File: src/rtl/ro_measure_sequencer.sv
// ro_measure_sequencer
//   Runs one ring-oscillator frequency measurement: clears the RO counters,
//   lets the oscillators settle, opens a fixed-length count gate, waits for
//   the counter outputs to cross into data_clk, snapshots all four counts and
//   holds the snapshot for the serial framer until it is acknowledged.
//
// Ports
//   data_clk                          system clock, rising edge
//   reset                             asynchronous reset, active low
//   start                             one-cycle request for a measurement
//   continuous                        re-arm automatically after each handoff
//   abort                             drop the current measurement, go idle
//   inv/nand/nor/div_count [31:0]     RO counter values
//   frame_ack                         framer accepted the snapshot
//   ro_en                             oscillator enable
//   cnt_clear                         synchronous clear for the RO counters
//   cnt_gate                          count enable for the RO counters
//   snap_inv/nand/nor/div [31:0]      captured counts
//   snap_valid                        snapshot available until frame_ack
//   meas_id [7:0]                     number of the measurement in the snapshot
//   busy                              high in every state except IDLE
//
// state   | meaning
// --------+---------------------------------------------------------------
// IDLE    | waiting for start or continuous
// CLEAR   | one cycle: clear counters, enable oscillators
// SETTLE  | SETTLE_CYCLES cycles of oscillator start-up before counting
// GATE    | count gate open for GATE_CYCLES cycles
// SYNC    | SYNC_CYCLES cycles for the counter values to cross domains
// CAPTURE | one cycle: load snapshot registers, bump meas_id
// HANDOFF | oscillators off, snapshot held until frame_ack

module ro_measure_sequencer #(
    parameter int unsigned GATE_CYCLES   = 1000,
    parameter int unsigned SETTLE_CYCLES = 4,
    parameter int unsigned SYNC_CYCLES   = 3
) (
    input  logic        data_clk,
    input  logic        reset,
    input  logic        start,
    input  logic        continuous,
    input  logic        abort,
    input  logic [31:0] inv_count,
    input  logic [31:0] nand_count,
    input  logic [31:0] nor_count,
    input  logic [31:0] div_count,
    input  logic        frame_ack,
    output logic        ro_en,
    output logic        cnt_clear,
    output logic        cnt_gate,
    output logic [31:0] snap_inv,
    output logic [31:0] snap_nand,
    output logic [31:0] snap_nor,
    output logic [31:0] snap_div,
    output logic        snap_valid,
    output logic [7:0]  meas_id,
    output logic        busy
);

    typedef enum logic [2:0] {
        S_IDLE,
        S_CLEAR,
        S_SETTLE,
        S_GATE,
        S_SYNC,
        S_CAPTURE,
        S_HANDOFF
    } state_t;

    // Timer is loaded with N-1 on entry so the state lasts exactly N cycles
    // and leaves on the terminal count of zero.
    localparam logic [31:0] SETTLE_LOAD = 32'(SETTLE_CYCLES - 1);
    localparam logic [31:0] GATE_LOAD   = 32'(GATE_CYCLES - 1);
    localparam logic [31:0] SYNC_LOAD   = 32'(SYNC_CYCLES - 1);

    state_t      state, state_nxt;
    logic [31:0] timer, timer_nxt;
    logic        abort_hit;

    assign abort_hit = abort && (state != S_IDLE);

    always_ff @(posedge data_clk or negedge reset) begin
        if (!reset) begin
            state <= S_IDLE;
            timer <= '0;
        end else begin
            state <= state_nxt;
            timer <= timer_nxt;
        end
    end

    always_comb begin
        state_nxt = state;
        timer_nxt = timer;
        case (state)
            S_IDLE: begin
                if (start || continuous) state_nxt = S_CLEAR;
            end
            S_CLEAR: begin
                state_nxt = S_SETTLE;
                timer_nxt = SETTLE_LOAD;
            end
            S_SETTLE: begin
                if (timer == '0) begin
                    state_nxt = S_GATE;
                    timer_nxt = GATE_LOAD;
                end else begin
                    timer_nxt = timer - 32'd1;
                end
            end
            S_GATE: begin
                if (timer == '0) begin
                    state_nxt = S_SYNC;
                    timer_nxt = SYNC_LOAD;
                end else begin
                    timer_nxt = timer - 32'd1;
                end
            end
            S_SYNC: begin
                if (timer == '0) state_nxt = S_CAPTURE;
                else             timer_nxt = timer - 32'd1;
            end
            S_CAPTURE: begin
                state_nxt = S_HANDOFF;
            end
            S_HANDOFF: begin
                if (frame_ack) state_nxt = continuous ? S_CLEAR : S_IDLE;
            end
            default: begin
                state_nxt = S_IDLE;
            end
        endcase
        if (abort_hit) begin
            state_nxt = S_IDLE;
            timer_nxt = '0;
        end
    end

    // Control outputs decode straight from the state so an asynchronous
    // reset takes them low immediately.
    always_comb begin
        ro_en     = 1'b0;
        cnt_clear = 1'b0;
        cnt_gate  = 1'b0;
        case (state)
            S_CLEAR: begin
                ro_en     = 1'b1;
                cnt_clear = 1'b1;
            end
            S_SETTLE, S_SYNC, S_CAPTURE: ro_en = 1'b1;
            S_GATE: begin
                ro_en    = 1'b1;
                cnt_gate = 1'b1;
            end
            default: ;
        endcase
    end

    assign busy = (state != S_IDLE);

    // Snapshot registers change only in CAPTURE, so they are stable for the
    // whole time snap_valid is high. An abort in CAPTURE discards the capture.
    always_ff @(posedge data_clk or negedge reset) begin
        if (!reset) begin
            snap_inv   <= '0;
            snap_nand  <= '0;
            snap_nor   <= '0;
            snap_div   <= '0;
            meas_id    <= '0;
            snap_valid <= 1'b0;
        end else begin
            if (abort_hit) begin
                snap_valid <= 1'b0;
            end else if (state == S_CAPTURE) begin
                snap_inv   <= inv_count;
                snap_nand  <= nand_count;
                snap_nor   <= nor_count;
                snap_div   <= div_count;
                meas_id    <= meas_id + 8'd1;
                snap_valid <= 1'b1;
            end else if ((state == S_HANDOFF) && frame_ack) begin
                snap_valid <= 1'b0;
            end
        end
    end

endmodule
File: config.mk
export PLATFORM = sky130hd
export DESIGN_NAME = ro_measure_sequencer
export DESIGN_NICKNAME = d
export VERILOG_FILES = /design/src/rtl/ro_measure_sequencer.sv
export SDC_FILE = /design/constraint.sdc
export NUM_CORES = 1
export LEC_CHECK = 0
export BUFFER_PORTS_ARGS = -buffer_cell sky130_fd_sc_hd__buf_2
export CAP_MARGIN = 15
export CORE_ASPECT_RATIO = 0.5
export CORE_MARGIN = 10
export CORE_UTILIZATION = 35
export CTS_BUF_LIST = sky130_fd_sc_hd__clkbuf_8
export DETAILED_ROUTE_END_ITERATION = 8
export PLACE_DENSITY = 0.66
export SYNTH_ARGS = -nofsm -noshare
export SYNTH_HDL_FRONTEND = slang
export SYNTH_SLANG_ARGS = --single-unit
export TNS_END_PERCENT = 20
File: constraint.sdc
create_clock -name data_clk -period 3.2 [get_ports data_clk]
set_input_delay 0.64 -clock data_clk [delete_from_list [all_inputs] [get_ports data_clk]]
set_output_delay 0.64 -clock data_clk [all_outputs]
set_load 0.005 [all_outputs]
# Yosys cells after proc, flatten, opt, wreduce, memory -nomap -nowiden

Cells that the tools add are included.
W data, S select, Z words.

Flip-flop bits (word level): 172
Input port bits: 134
Output and inout bits: 141

Add/subtract/negate cells: 2
Equality and inequality tests: 12
Mux-type cells: 19
Bitwise logic cells: 1
Reduce and logical (&&, ||, !) cells: 12

Operators by type and width:

| operator                | count |
|---|---|
| $mux W32                | 4 |
| $pmux W32 S4            | 1 |
| $logic_not A32 Y1       | 1 |
| $sub A32 B1 Y32 const B | 1 |
| $pmux W3 S7             | 1 |
| $mux W3                 | 6 |
| $ne A3 B3 Y1 const B    | 6 |
| $eq A3 B3 Y1 const B    | 3 |
| $add A8 B1 Y8 const B   | 1 |
| $mux W1                 | 7 |
| $eq A3 B2 Y1 const B    | 2 |
| $reduce_bool A3 Y1      | 2 |
| $reduce_and A5 Y1       | 1 |
| $reduce_bool A5 Y1      | 1 |
| $reduce_or A5 Y1        | 1 |
| $reduce_and A2 Y1       | 2 |
| $eq A3 B1 Y1 const B    | 1 |
| $logic_not A3 Y1        | 1 |
| $logic_and A1 B1 Y1     | 2 |
| $logic_or A1 B1 Y1      | 1 |
| $not A1 Y1              | 1 |

# Depth between registers and ports, before layout

Depth after elaboration: 5
Mapped depth: 9

# Least setup slack after synthesis

Ideal clock, no wire load.

Path type: register to register
From: reg timer[20]
To: reg timer[2]
Setup time: 124 ps
Arrival: 2,285 ps
Slack: 791 ps
Stages on the path, launching flop included: 8
Buffers on the path: 2
Period minus slack after synthesis: 2,409 ps
Cells stage by stage: dfrtp_1 or4_1 clkbuf_2 or3_4 buf_6 o41ai_4 a211oi_1 a211o_1

Longest elaborated chain between the ends: 4
Elaborated cells between the ends (all ways): 7
Classes of those cells: 1 x eq/ne; 4 x mux; 2 x reduce/logical

Ends and longest elaborated chain:

| what                        | line          | source |
|---|---|---|
| from (decl)                 | 77            | `logic [31:0] timer, timer_nxt;` |
| from (signal assigned)      | 88            | `timer <= timer_nxt;` |
| $logic_not A32 Y1 (*)       | 104, 112, 120 |  |
| $mux W32 (on tied branches) | 112, 104      |  |
| $pmux W32 S4                | 95            | `case (state)` |
| $mux W32                    | 133           | `if (abort_hit) begin` |

Mark *: on every way between the ends. The rest lies on a longest branch, timed or not.
A chain may end at the register's enable or synchronous reset.

# Worst setup path after layout

From: reg timer[20]
To: reg timer[1]

Same word-level chain as after synthesis.

==> metrics.md <==
| Metric | Value |
|---|---|
| Outcome | `finished, final reports clean` |
| Area growth syn-to-layout | `28.5%` |
| Synth cell types | `between 60 and 70` |
| Htree depth | `4` |
| Antenna-violating nets left | `0` |
| CP Data Arrival Time | `about 3 ns` |
| Initial antenna violation count | `0` |
| Final clock skew | `0.00930 ns` |
| Asr flop ratio synth | `between 90% and 100%` |
| Crit path buf inv count | `0` |
| Non-filler instance count after layout | `1191` |
| Yosys reg bits | `172` |
| WHS | `0.0890 ns` |
| Max-Cap Viols | `0` |
| Crit path required time | `3.53 ns` |
| Root Driver | `clkbuf_8` |
| EDFF count, synth | `0` |
| Worst Hold Class | `in2async` |
| Worst Tran Pin Value | `0.647 ns` |
| Die W | `229 um` |
| Mapped Area | `7670 um2` |
| DR pass1 iterations | `5` |
| PortBufs | `274` |
| GRT Total Usage | `around 15%` |
| Cell family with most CP delay | `simple AND/OR/NAND/NOR gates` |
| Setup crit end kind | `flip-flop` |
| Vias in the first global route | `6223` |
| Placer Congestion | `0.877` |
| Min cycle time layout | `2.72 ns` |
| Maximum vdd ir drop | `roughly 0.34 mV` |
| Via count | `6075` |
| Worst-skew pair later-pin latency | `between 0.4 and 0.5 ns` |
| Hold-fix buffers at CTS | `0` |
| CTS max path bufs | `2` |
| Register area share after synthesis | `56.1%` |
| Leakage power | `5.21 nW` |
| Proportion of layout cells with a drive suffix above 1 | `52.7%` |
| Worst Path Class, Setup | `reg2reg` |
| Core ar. | `around 22000 um2` |
| Largest net degree at the start of global routing | `70` |
| Num ports | `between 200 and 300` |
| Post_cts resized | `0` |
| Top FF cell, synth | `dfrtp_1` |
| Setup violations, final | `0` |
| Initial drt markers | `345` |
| CP max FO | `11` |
| Post-Route WL | `22600 um` |
| CTS Buf Count | `17` |
| Reg power frac | `40.5%` |
| WL per Instance | `18.9 um` |
| Clock Power Share | `19.9%` |
| Reg2reg start | `timer[20]` |
| CTS clk-pin slew, worst paths | `approximately 0.09 ns` |
| RSZ-0062 raised after global routing | `no` |
| Die Y | `roughly 120 um` |
| R2R cell count | `5` |
| NumNets Final | `1014` |
| Pwr Density | `approximately 790 nW/um2` |
| Achievable Freq | `0.367 GHz` |
| Placed instance count | `1159` |
| Fin. Hold Viols | `0` |
| Switching Share | `36.8%` |
| Avg Inst Size Synth | `12.7 um2` |
| Flop2flop setup slack | `about 0.48 ns` |
| Switching pwr | `0.00289 W` |
| P_int | `just under 0.005 W` |
| CP max stage cell | `or4_1` |
| Post-DP HPWL | `17300 um` |
| Max incr delay on CP | `0.67 ns` |
| Final period util | `85.0%` |
| Startpoint Class | `flip-flop` |
| Final Core Density | `45.7%` |
| Synth warn | `0` |
| CTS tree | `done` |
| Combinational share of power | `between 30% and 40%` |
| Final Slew Violations | `0` |
| Critical-path cell list | `or4_1 -> or3_4 -> o21ai_2 -> and2_0 -> o21ai_0` |
| Max_slew headroom | `between 50% and 60%` |
| Syn_nets | `738` |
| # DRC | `0` |
| Post CTS Setup Buffer Count | `0` |
| Num rows | `38` |
| Overflow after GRT | `0` |
| Clock sinks | `172` |
| Post-Route Setup TNS | `0 ns` |
| Vias/cell | `~5.1` |
| CP Launch Point | `timer[20]` |
| Gate Count Post-Synth | `approximately 600` |
| Initial Utilization | `a little over a third` |
| Antenna Cells | `0` |
| Crit Reg-Reg Endpoint | `timer[1]` |
| First-pass GRT wire length | `between 30000 and 40000 um` |
| Die area | `28600 um2` |
-- power by group through the flow --
stage	Sequential (W)	Combinational, W	Clock (W)
after floorplan	0.00320	0.00178	0
after global placement	0.00317	0.00304	0
after detailed placement	0.00321	0.00310	0
after CTS	0.00317	0.00311	0.00161
after global routing	0.00326	0.00339	0.00170
final	0.00317	0.00310	0.00156
-- worst reg2reg max path: cells and delay by family (launching register included) --
family          cells  cell delay, ns
flops               1            0.42
compound gates      2            0.61
simple gates        3            1.57
-- layout by cell type, fill, tap and decap left out, drive strengths merged, types with 5 or more instances in the layout --
master	netlist	routed
a2111o	5	5
a211oi	9	9
a21oi	28	28
buf	9	294
clkbuf	28	19
dfrtp	172	172
inv	8	13
mux2	129	129
mux2i	11	11
nand2	12	12
nand3	20	20
nand3b	13	13
nand4	7	7
nor2	22	22
nor3	14	14
nor4	11	11
o2111ai	5	5
o21ai	13	13
or3	7	7
or4	7	7
xnor2	6	6
-- registers in the layout, summed over array words and instances, names as in the netlist --
register	cells
snap_valid	1
timer	32
snap_nor	32
state	3
meas_id	8
snap_inv	32
snap_nand	32
snap_div	32
-- logic make-up (layout without fill, tap and decap cells) --
| group | count (synthesis) | in the layout | share of synthesized area (%) |
|---|---|---|---|
| buffers and inverters | 45 | 334 | 2.51 |
| DFF | 172 | 172 | 56.1 |
| muxes | 140 | 140 | 20.4 |
| xor gates and xnor gates | 9 | 9 | 1.03 |
| AOI/OAI and AO/OA | 99 | 99 | 9.51 |
| adders and majority gates | 2 | 2 | 0.326 |
| and+or+nand+nor | 135 | 135 | 10.2 |
-- how the worst max path moves through the flow --
stage,to,depth (start not counted)
6_report,timer[1],5
5_1_grt,timer[1],6
4_1_cts,timer[1],5
3_5_place_dp,timer[1],5
3_3_place_gp,timer[1],5
2_1_floorplan,timer[2],7
-- per-stage QoR --
stage	cell area, um2	worst slack (ns)	power, W
after floorplan	7670	0.791	0.00498
after global placement	9460	0.617	0.00621
after detailed placement	9460	0.555	0.00630
after CTS	9860	0.523	0.00789
after global routing	9860	0.232	0.00835
final	9860	0.479	0.00784
-- metal layers --
layer | GRT usage (%) | routed length [um] | vias up
li1 | - | - | 2794
met1 | 17.6 | 8970 | 3089
met2 | 28.3 | 12300 | 167
met3 | 3.48 | 991 | 25
met4 | 4.76 | 309 | 0
met5 | 0 | 0 | -
-- cell type report --
type                    count  area [um2]
multi-input cells         385        3180
repair buffers            294        1570
flip-flops and latches    172        4300
clock buffers              19         262
fillers                  2031       11700
well taps                 300         375
inverters                   8        30.0
clock inverters            13         141
-- cells in the mapped netlist, drive strengths merged (4+ instances only) --
cell,count,area (um2)
a2111o,5,56.3
a211oi,9,67.6
a21oi,28,144
and3,4,25.0
buf,9,56.3
clkbuf,28,106
dfrtp,172,4300
inv,8,30.0
mux2,129,1450
mux2i,11,110
nand2,12,45.0
nand3,20,100
nand3b,13,97.6
nand4,7,43.8
nor2,22,82.6
nor3,14,75.1
nor4,11,75.1
o2111ai,5,43.8
o21ai,13,68.8
o31ai,4,30.0
or2,4,25.0
or3,7,48.8
or4,7,57.6
xnor2,6,52.6
Power figures use the tool's default switching activity.
